===== src/rtl/deserializer_4bit.sv =====
// Serial-to-parallel receiver for the LSB-first link.
// Start/data/stop framing with a one-deep valid/ready holding register.
module deserializer_4bit #(
    parameter int   WIDTH       = 4,
    parameter logic START_LEVEL = 1'b1
) (
    input  logic             clk,
    input  logic             rst,
    input  logic             din,
    input  logic             bit_en,
    output logic [WIDTH-1:0] dout,
    output logic             dout_valid,
    input  logic             dout_ready,
    output logic             busy,
    output logic             frame_err,
    output logic             overrun,
    input  logic             clr_err
);

    localparam int CW = (WIDTH > 2) ? $clog2(WIDTH) : 1;

    typedef enum logic [1:0] {
        IDLE = 2'd0,
        DATA = 2'd1,
        STOP = 2'd2
    } state_t;

    state_t           state;
    logic [WIDTH-1:0] shift_reg;
    logic [CW-1:0]    bit_cnt;

    logic xfer;
    logic free;
    logic last_bit;
    logic stop_ok;

    assign xfer     = dout_valid && dout_ready;
    assign free     = !dout_valid || xfer;
    assign last_bit = (bit_cnt == CW'(WIDTH - 1));
    assign stop_ok  = (din != START_LEVEL);
    assign busy     = (state != IDLE);

    always_ff @(posedge clk or posedge rst) begin
        if (rst) begin
            state      <= IDLE;
            shift_reg  <= '0;
            bit_cnt    <= '0;
            dout       <= '0;
            dout_valid <= 1'b0;
            frame_err  <= 1'b0;
            overrun    <= 1'b0;
        end else begin
            if (xfer) begin
                dout_valid <= 1'b0;
            end
            // Clear first so a same-cycle set event below wins.
            if (clr_err) begin
                frame_err <= 1'b0;
                overrun   <= 1'b0;
            end
            if (bit_en) begin
                unique case (state)
                    IDLE: begin
                        if (din == START_LEVEL) begin
                            state   <= DATA;
                            bit_cnt <= '0;
                        end
                    end
                    DATA: begin
                        shift_reg[bit_cnt] <= din;
                        if (last_bit) begin
                            state <= STOP;
                        end else begin
                            bit_cnt <= bit_cnt + CW'(1);
                        end
                    end
                    STOP: begin
                        state <= IDLE;
                        if (stop_ok) begin
                            if (free) begin
                                dout       <= shift_reg;
                                dout_valid <= 1'b1;
                            end else begin
                                overrun <= 1'b1;
                            end
                        end else begin
                            frame_err <= 1'b1;
                        end
                    end
                    default: state <= IDLE;
                endcase
            end
        end
    end

endmodule


===== config.mk =====
export PLATFORM = sky130hd
export DESIGN_NAME = deserializer_4bit
export DESIGN_NICKNAME = d
export VERILOG_FILES = /design/src/rtl/deserializer_4bit.sv
export SDC_FILE = /design/constraint.sdc
export NUM_CORES = 1
export LEC_CHECK = 0
export ABC_CLOCK_PERIOD_IN_PS = 1700
export BUFFER_PORTS_ARGS = -buffer_cell sky130_fd_sc_hd__clkbuf_2
export CAP_MARGIN = 10
export CORE_UTILIZATION = 50
export CTS_BUF_LIST = sky130_fd_sc_hd__clkbuf_4 sky130_fd_sc_hd__clkbuf_8 sky130_fd_sc_hd__clkbuf_16
export CTS_CLUSTER_SIZE = 12
export DETAILED_ROUTE_END_ITERATION = 6
export PLACE_DENSITY = 0.74
export SLEW_MARGIN = 20
export SYNTH_ARGS = -nofsm -noshare
export SYNTH_HDL_FRONTEND = slang
export SYNTH_SLANG_ARGS = --single-unit

===== constraint.sdc =====
create_clock -name clk -period 1.7 [get_ports clk]
set_clock_uncertainty 0.2 [all_clocks]
set_input_delay 0 -clock clk [delete_from_list [all_inputs] [get_ports clk]]
set_output_delay 0 -clock clk [all_outputs]
set_load 0.02 [all_outputs]

=== After elaboration in Yosys (flattened, before gate mapping) ===
Index checks and enable logic that the tools add are counted.

* Register bits: 15
* Output and inout bits: 8
* Logic and storage cells: 51

* Add/sub/neg operators: 1
* Order comparisons: 2
* Equality and inequality tests: 6
* Multiplexer cells: 23
* Bitwise gates (word level): 1
* Reduce and logical (&&, ||, !) cells: 11

{| class="wikitable"
|+ Operator list
! kind !! count
|-
| 1-bit two-way mux || 15
|-
| 2-bit two-way mux || 4
|-
| 2-bit one-hot mux with 2 select lines || 2
|-
| 4-bit AND reduction || 2
|-
| 2-bit inequality test (second input constant) || 3
|-
| 4-bit bitwise mux || 1
|-
| 2-bit == test (second input constant) || 2
|-
| 2-bit nonzero test || 2
|-
| 2-bit by 3-bit < comparator with 1-bit output (second input constant) || 1
|-
| 3-bit AND reduction || 1
|-
| 2-bit by 1-bit adder with 2-bit output (second input constant) || 1
|-
| 1-bit demux with 2-bit select || 1
|-
| 2-bit by 1-bit == test with 1-bit output (second input constant) || 1
|-
| 2-bit by 1-bit >= comparator with 1-bit output (second input constant) || 1
|-
| 1-bit logical AND || 2
|-
| 2-bit zero test || 1
|-
| 2-bit AND reduction || 1
|-
| 1-bit zero test || 1
|-
| 1-bit logical OR || 1
|-
| 1-bit NOT || 1
|}

=== Longest topological paths before layout ===
Gate-level depths: netlist of run 1.

* Depth in word-level cells: 6
* Mapped depth: 5

=== Worst setup path after synthesis of run 1 ===
No wires, ideal clock.

* Kind: register -> register
* From: register bit_cnt[0]
* To: register bit_cnt[0]
* Setup time: 78 ps
* Data arrival time: 1107 ps
* Required time: 1422 ps
* Slack: 316 ps
* Cell stages (with the launch flop): 5
* Buffers on the path: 0
* Cells stage by stage: dfrtp_1 > ha_1 > nor4b_1 > a21oi_1 > o2bb2ai_1

* Cells in the longest elaborated chain, start to end: 3
* Elaborated cells between the ends (all ways): 6

{| class="wikitable"
|+ Ends and longest elaborated chain
! item !! line !! RTL
|-
| from (decl) || 30 || <nowiki>logic [CW-1:0] bit_cnt;</nowiki>
|-
| from (signal assigned) || 74 || <nowiki>bit_cnt <= bit_cnt + CW'(1);</nowiki>
|-
| 2-bit by 1-bit adder with 2-bit output or 2-bit == test (tied branches) || 74, 39 ||
|-
| 2-bit two-way mux or 2-bit inequality test (tied branches) || - ||
|-
| 2-bit one-hot mux with 2 select lines or 4-bit AND reduction (tied branches) || - ||
|}

Several ways; a longest one is shown, not always the timed one. The select of a mux whose other input is x is not followed.
A chain may end at the register's enable or synchronous reset.

=== Worst setup path in the final report of run 1 ===
* From: register state[0]
* To: register overrun

* Cells in the longest elaborated chain, start to end: 3

{| class="wikitable"
|+ Ends and longest elaborated chain
! item !! line !! RTL
|-
| from (decl) || 28 || <nowiki>state_t state;</nowiki>
|-
| from (signal assigned) || 45 || <nowiki>state <= IDLE;</nowiki>
|-
| from (signal assigned) || 65 || <nowiki>state <= DATA;</nowiki>
|-
| from (signal assigned) || 72 || <nowiki>state <= STOP;</nowiki>
|-
| 2-bit == test || 62 || <nowiki>unique case (state)</nowiki>
|-
| 1-bit two-way mux || 62 ||
|-
| 1-bit two-way mux || 61 || <nowiki>if (bit_en) begin</nowiki>
|-
| to (signal assigned) || 51 || <nowiki>overrun <= 1'b0;</nowiki>
|-
| to (signal assigned) || 59 || <nowiki>overrun <= 1'b0;</nowiki>
|-
| to (signal assigned) || 84 || <nowiki>overrun <= 1'b1;</nowiki>
|-
| to (decl) || 16 || <nowiki>output logic overrun,</nowiki>
|}

No other way between the ends.

==> impl_metrics.env, run 1 <==
export IMPL_cts_root_buf="clkbuf_4"
export IMPL_hpwl_um=877
export IMPL_grtUsageTotal=0.238
export IMPL_fmax_mhz=596
export IMPL_start_util=0.540
export IMPL_hp_class="input pin to async pin"
export IMPL_vias=515
export IMPL_setup_ws_ns=0.0226
export IMPL_clock_tree_buffer_depth=2
export IMPL_antenna_found_initial=0
export IMPL_syn2layout_area_growth_pct=25.6
export IMPL_start_kind="register"
export IMPL_met3WireLength_um=51
export IMPL_port_buffers=13
export IMPL_final_cell_mix="dfrtp_1 (15), clkbuf_2 (13), inv_1 (7), nand2_1 (7), dlygate4sd3_1 (6)"
export IMPL_ys_seq_area_frac=0.534
export IMPL_path_max_fanout=4
export IMPL_hold_viol=0
export IMPL_grt_pass1_wl_um=2330
export IMPL_highest_layer="met4"
export IMPL_fp_row_count=13
export IMPL_drive_above_1_share=0.329
export IMPL_final_nets=93
export IMPL_syn_cell_area_sq_um=703
export IMPL_p_sw_frac=0.370
export IMPL_finalWeightedCongestion=0.781
export IMPL_worstPathCellList="nor2_2 > nand3_1 > o22ai_2 > dlygate4sd3_1"
export IMPL_synth_warnings=0
export IMPL_p_leak_uw=0.000444
export IMPL_tightest_slew_ns=0.560
export IMPL_drt_pass1_iterations=6
export IMPL_insertion_delay_ns=0.29
export IMPL_setup_violations=0
export IMPL_avgSynthCellArea_sq_um=11.9
export IMPL_fin_util=0.679
export IMPL_viasPerCell=5.31
export IMPL_grt_pass1_vias=518
export IMPL_drcViolationCount=1
export IMPL_drt_met1_wl_um=587
export IMPL_pin_count=14
export IMPL_setup_tns_ns=0
export IMPL_violations="DRC"
export IMPL_diodes=0
export IMPL_drt_wirelength_per_cell_um=14.9
export IMPL_crit_path_max_incr_delay_ns=0.57
export IMPL_vdd_drop_max_mv=0.900
export IMPL_path_buf_inv=1
export IMPL_grt_ovfl_total=0
export IMPL_die_area_sq_um=1560
export IMPL_slew_viol_final=0
export IMPL_critical_path_top_delay_family="buffers and inverters"
export IMPL_cpMaxStageDelayCell="dlygate4sd3_1"
export IMPL_p_int_uw=794
export IMPL_p_comb_frac=0.376
export IMPL_post_route_min_period_ns=1.68
export IMPL_crit_type="register to register"
export IMPL_layout_commonest_cell="dfrtp_1"
export IMPL_cts_tree="done"
export IMPL_final_cell_count_no_fill=97
export IMPL_cp_arrival_ns=1.70
export IMPL_synth_nets=69
export IMPL_drv_cap=0
export IMPL_fp_dieH_um=39.5
export IMPL_endpoint_kind="register"
export IMPL_power_density_nw_per_um2=1430
export IMPL_clk_pin_slew_ns=0.09
export IMPL_p_seq_frac=0.461
export IMPL_dp_cells=86
export IMPL_pwr_share_clk=0.163
export IMPL_htreeDepth=1
export IMPL_design_core_area_sq_um=1300
export IMPL_synth_distinct_cells=22
export IMPL_antenna_left=0
export IMPL_status="complete, but fails checks"
export IMPL_cts_num_sinks=15
export IMPL_min_period_over_period=0.987
export IMPL_drt_iter0_markers=11
export IMPL_syn_inst=59
export IMPL_wl_met2_um=735
export IMPL_dp_slack_ns=0.226
export IMPL_grt_max_degree=16
export IMPL_numCtsBuffers=3
export IMPL_max_slew_margin=0.627
export IMPL_power_switching_uw=466
export IMPL_ys_seq_elements=15
export IMPL_die_width_um=39.5
export IMPL_drt_total_wl_um=1450
export IMPL_required_ns=1.73
==> area by class of cell <==
| cell class | count | area [sq um] |
|---|---|---|
| clock inverters | 1 | 5.00 |
| flip-flops and latches | 15 | 375 |
| fillers | 110 | 418 |
| well taps | 15 | 18.8 |
| clock buffers | 3 | 22.5 |
| inverters | 7 | 26.3 |
| multi-input cells | 36 | 303 |
| repair buffers | 20 | 133 |
==> what timing repair did <==
| action | CTS | global route |
|---|---|---|
| buffers inserted | 0 | 1 |
| resized for setup | 0 | 2 |
| hold endpoints to repair | 26 | 0 |
| hold buffers | 6 | 0 |
| endpoints found under the setup margin | 0 | 1 |
==> cell usage after synthesis <==
cell type | n | area (sq um)
nor2_1 | 1 | 3.75
o21ai_0 | 1 | 5.00
and3b_2 | 1 | 10.0
mux2i_1 | 1 | 10.0
o32ai_1 | 1 | 8.76
mux2_2 | 5 | 56.3
nand2_1 | 7 | 26.3
nor4bb_1 | 1 | 10.0
o2bb2ai_1 | 3 | 26.3
dfrtp_1 | 15 | 375
a21oi_1 | 2 | 10.0
mux2_1 | 2 | 22.5
nand3_1 | 1 | 5.00
inv_1 | 7 | 26.3
mux2_4 | 1 | 15.0
nand4_1 | 1 | 6.26
o211ai_1 | 1 | 7.51
nand2b_1 | 1 | 6.26
ha_1 | 4 | 50.1
nor4b_1 | 1 | 8.76
o22ai_1 | 1 | 6.26
buf_4 | 1 | 7.51
==> power groups by stage <==
| stage | Combinational (uW) | Sequential, uW | Clock [uW] |
|---|---|---|---|
| floorplan | 292 | 608 | 0 |
| global placement | 423 | 580 | 0 |
| detailed placement | 436 | 589 | 0 |
| CTS | 450 | 583 | 210 |
| global route | 525 | 597 | 231 |
| finish | 474 | 581 | 205 |
==> final timing paths <==
path / startpoint / endpoint / slack (ns) / cells after the start
min in group clk: shift_reg[0] / shift_reg[0] / 0.31 / 1
worst max-delay path: state[0] / overrun / 0.02 / 4
worst min register to register: shift_reg[0] / shift_reg[0] / 0.31 / 1
worst min-delay path: rst / dout[1] / 0.08 / 3
worst max register to register: state[0] / overrun / 0.02 / 4
max in group asynchronous: rst / state[1] / 0.85 / 3
==> cell families after synthesis <==
group,count (synthesis),share of synthesized area
AOI/OAI and AO/OA,9,0.0908
muxes,9,0.148
DFF,15,0.534
buffers and inverters,8,0.0481
adders and majority gates,4,0.0712
and+or+nand+nor,14,0.109
==> routing by layer <==
layer | up-vias | GRT usage
met2 | 21 | 0.389
met1 | 233 | 0.284
met4 | 0 | 0.164
met5 | - | 0
met3 | 9 | 0.0341
li1 | 252 | -
==> worst min-delay path: stages <==
cell and delay (ns):
dlygate4sd3_1 0.53, clkbuf_2 0.10, inv_1 0.41
==> stage by stage <==
step | total power, uW | hold slack (ns) | cell area (sq um)
floorplan | 901 | -0.299 | 703
global placement | 1000 | -0.144 | 779
detailed placement | 1030 | -0.146 | 779
CTS | 1240 | 0.0926 | 867
global route | 1350 | 0.155 | 883
finish | 1260 | 0.0788 | 883
Note: power is estimated with default switching activity, not from simulation.
==> run 2, diff against run 1 <==
Settings changed: ABC_AREA set to 1, PLACE_DENSITY 0.74 to 0.73.
==> impl_metrics.env, run 2 <==
export IMPL_ys_top_cells_by_count="nand2_1 (34), dfrtp_1 (15), inv_1 (9)"
export IMPL_p_comb_frac=0.315
export IMPL_cts_tree="done"
export IMPL_whs_ns=0.114
export IMPL_pwr_share_clk=0.203
export IMPL_design_core_area_sq_um=1350
export IMPL_grtUsageTotal=0.200
export IMPL_synth_largest_area_cell="dfrtp_1"
export IMPL_grt_pass1_vias=506
export IMPL_path_buf_inv=2
export IMPL_avgSynthCellArea_sq_um=8.57
export IMPL_worstPathCellList="inv_2 > nor2_4 > nand3_1 > nand2_1 > dlygate4sd3_1"
export IMPL_final_cell_mix="nand2_1 (34), dfrtp_1 (15), clkbuf_2 (13), inv_1 (9), nand3_1 (8)"
export IMPL_regArea_sq_um=375
export IMPL_setup_violations=0
export IMPL_drt_iter0_markers=16
export IMPL_cts_num_sinks=15
export IMPL_grt_max_degree=16
export IMPL_wl_met2_um=636
export IMPL_fin_util=0.701
export IMPL_antenna_found_initial=0
export IMPL_syn2layout_area_growth_pct=25.4
export IMPL_grt_ovfl_total=0
export IMPL_synth_distinct_cells=14
export IMPL_crit_path_max_incr_delay_ns=0.55
export IMPL_critical_path_top_delay_family="buffers and inverters"
export IMPL_syn_inst=88
export IMPL_viasPerCell=4.66
export IMPL_die_width_um=40.8
export IMPL_max_slew_margin=0.618
export IMPL_layout_commonest_cell="nand2_1"
export IMPL_required_ns=1.67
export IMPL_ys_seq_elements=15
export IMPL_drcViolationCount=0
export IMPL_grt_pass1_wl_um=2030
export IMPL_postSynth_asyncResetShare=1.00
export IMPL_finalWeightedCongestion=0.813
export IMPL_p_seq_frac=0.482
export IMPL_hpwl_um=910
export IMPL_yosysMostFrequentCell="nand2_1"
export IMPL_endpoint_kind="register"
export IMPL_port_buffers=13
export IMPL_crit_type="register to register"
export IMPL_power_total_uw=1070
export IMPL_hold_viol=0
export IMPL_insertion_delay_ns=0.28
export IMPL_vias=596
export IMPL_cp_arrival_ns=1.52
export IMPL_cpMaxStageDelayCell="dlygate4sd3_1"
export IMPL_diodes=0
export IMPL_synthTopCellsByArea="dfrtp_1 (50%), nand2_1 (17%), ha_1 (6.6%)"
export IMPL_rsz0062_at_grt="false"
export IMPL_fp_dieH_um=40.8
export IMPL_r2r_slack_ns=0.16
export IMPL_synth_ff_type="dfrtp_1"
export IMPL_drt_wirelength_per_cell_um=10.2
export IMPL_synth_edff_count=0
export IMPL_synth_top_area_frac=0.498
export IMPL_fmax_mhz=648
export IMPL_fillers=119
export IMPL_cts_root_buf="clkbuf_4"
export IMPL_antenna_left=0
export IMPL_power_switching_uw=391
export IMPL_multi_input_area_sq_um=338
export IMPL_vdd_drop_max_mv=0.630
export IMPL_highest_layer="met4"
export IMPL_final_nets=124
export IMPL_drt_total_wl_um=1310
export IMPL_p_int_uw=683
export IMPL_htreeDepth=1
export IMPL_pin_count=14
export IMPL_ys_seq_area_frac=0.498
export IMPL_synth_nets=98
export IMPL_power_density_nw_per_um2=1130
export IMPL_post_route_min_period_ns=1.54
export IMPL_setup_tns_ns=0
export IMPL_clock_tree_buffer_depth=2
export IMPL_syn_cell_area_sq_um=754
export IMPL_slew_viol_final=0
export IMPL_drt_met1_wl_um=602
export IMPL_synth_warnings=0
export IMPL_p_leak_uw=0.000548
export IMPL_start_util=0.559
export IMPL_clk_pin_slew_ns=0.08
export IMPL_fp_row_count=13
export IMPL_drt_pass1_iterations=4
export IMPL_start_kind="register"
export IMPL_die_area_sq_um=1670
export IMPL_met3WireLength_um=36
export IMPL_r2r_start="state[1]"
export IMPL_p_sw_frac=0.364
export IMPL_status="finished clean"
export IMPL_hp_class="input pin to async pin"
export IMPL_tightest_slew_ns=0.573
export IMPL_cts_resized=0
export IMPL_numCtsBuffers=3
export IMPL_min_period_over_period=0.908
export IMPL_path_max_fanout=4
export IMPL_drv_cap=0
export IMPL_drive_above_1_share=0.230
export IMPL_critPathLaunch="state[1]"
## run 2: changes by cell type after synthesis, sizes merged, moves of 4 or more
cell,change
nor2,+6
mux2,-8
nand3,+8
inv,+4
nand2,+29
## run 2: path summary, 6_finish.rpt
kind                       cells after the start    endpoint
max in group asynchronous                      3    state[0]
min                                            3     dout[3]
max reg2reg                                    5  dout_valid
min reg2reg                                    2     dout[2]
min in group clk                               2     dout[2]
max                                            5  dout_valid
## run 2: power groups by stage
| stage | sequential (uW) | clock (uW) | combinational, uW |
|---|---|---|---|
| after floorplan | 535 | 0 | 231 |
| after global placement | 523 | 0 | 319 |
| after detailed placement | 525 | 0 | 328 |
| after CTS | 518 | 226 | 341 |
| after global routing | 533 | 245 | 393 |
| final | 517 | 218 | 338 |
## run 2: worst register-to-register path, cell delays in order (launching register included)
cell	delay, ns
dfrtp_1	0.39
inv_2	0.12
nor2_4	0.06
nand3_1	0.08
nand2_1	0.05
dlygate4sd3_1	0.55
## run 2: logic make-up (layout without fill, tap and decap cells)
kind of cell,Yosys count,count (layout),share of synthesized area
flip-flops,15,15,0.498
AND/OR/NAND/NOR,56,56,0.368
adder cells (fa/ha/maj),4,4,0.0663
AO/OA/AOI/OAI,2,2,0.0133
buffers and inverters,11,36,0.0547
## run 2: cell type report
type	instances	area share
sequential	15	0.397
multi-input combinational	62	0.357
clock buffer	4	0.0317
inverter	11	0.0437
tap	15	0.0198
timing repair buffer	21	0.151
## run 2: layer usage
metal / vias up / track usage
met5: - / 0
met4: 0 / 0.150
met3: 5 / 0.0489
met2: 14 / 0.336
met1: 250 / 0.212
li1: 327 / -
## run 2: repair_timing
item,in CTS,in global routing
hold buffers,7,0
buffers inserted,0,1
setup endpoints to repair,0,2
hold endpoints to repair,30,0
## run 2: metrics by stage
step / setup slack, ns / instance area (sq um) / instances
2_1_floorplan: 0.337 / 754 / 88
3_3_place_gp: 0.293 / 838 / 116
3_5_place_dp: 0.220 / 838 / 116
4_1_cts: 0.0426 / 938 / 127
5_1_grt: 0.0544 / 946 / 128
6_report: 0.157 / 946 / 128
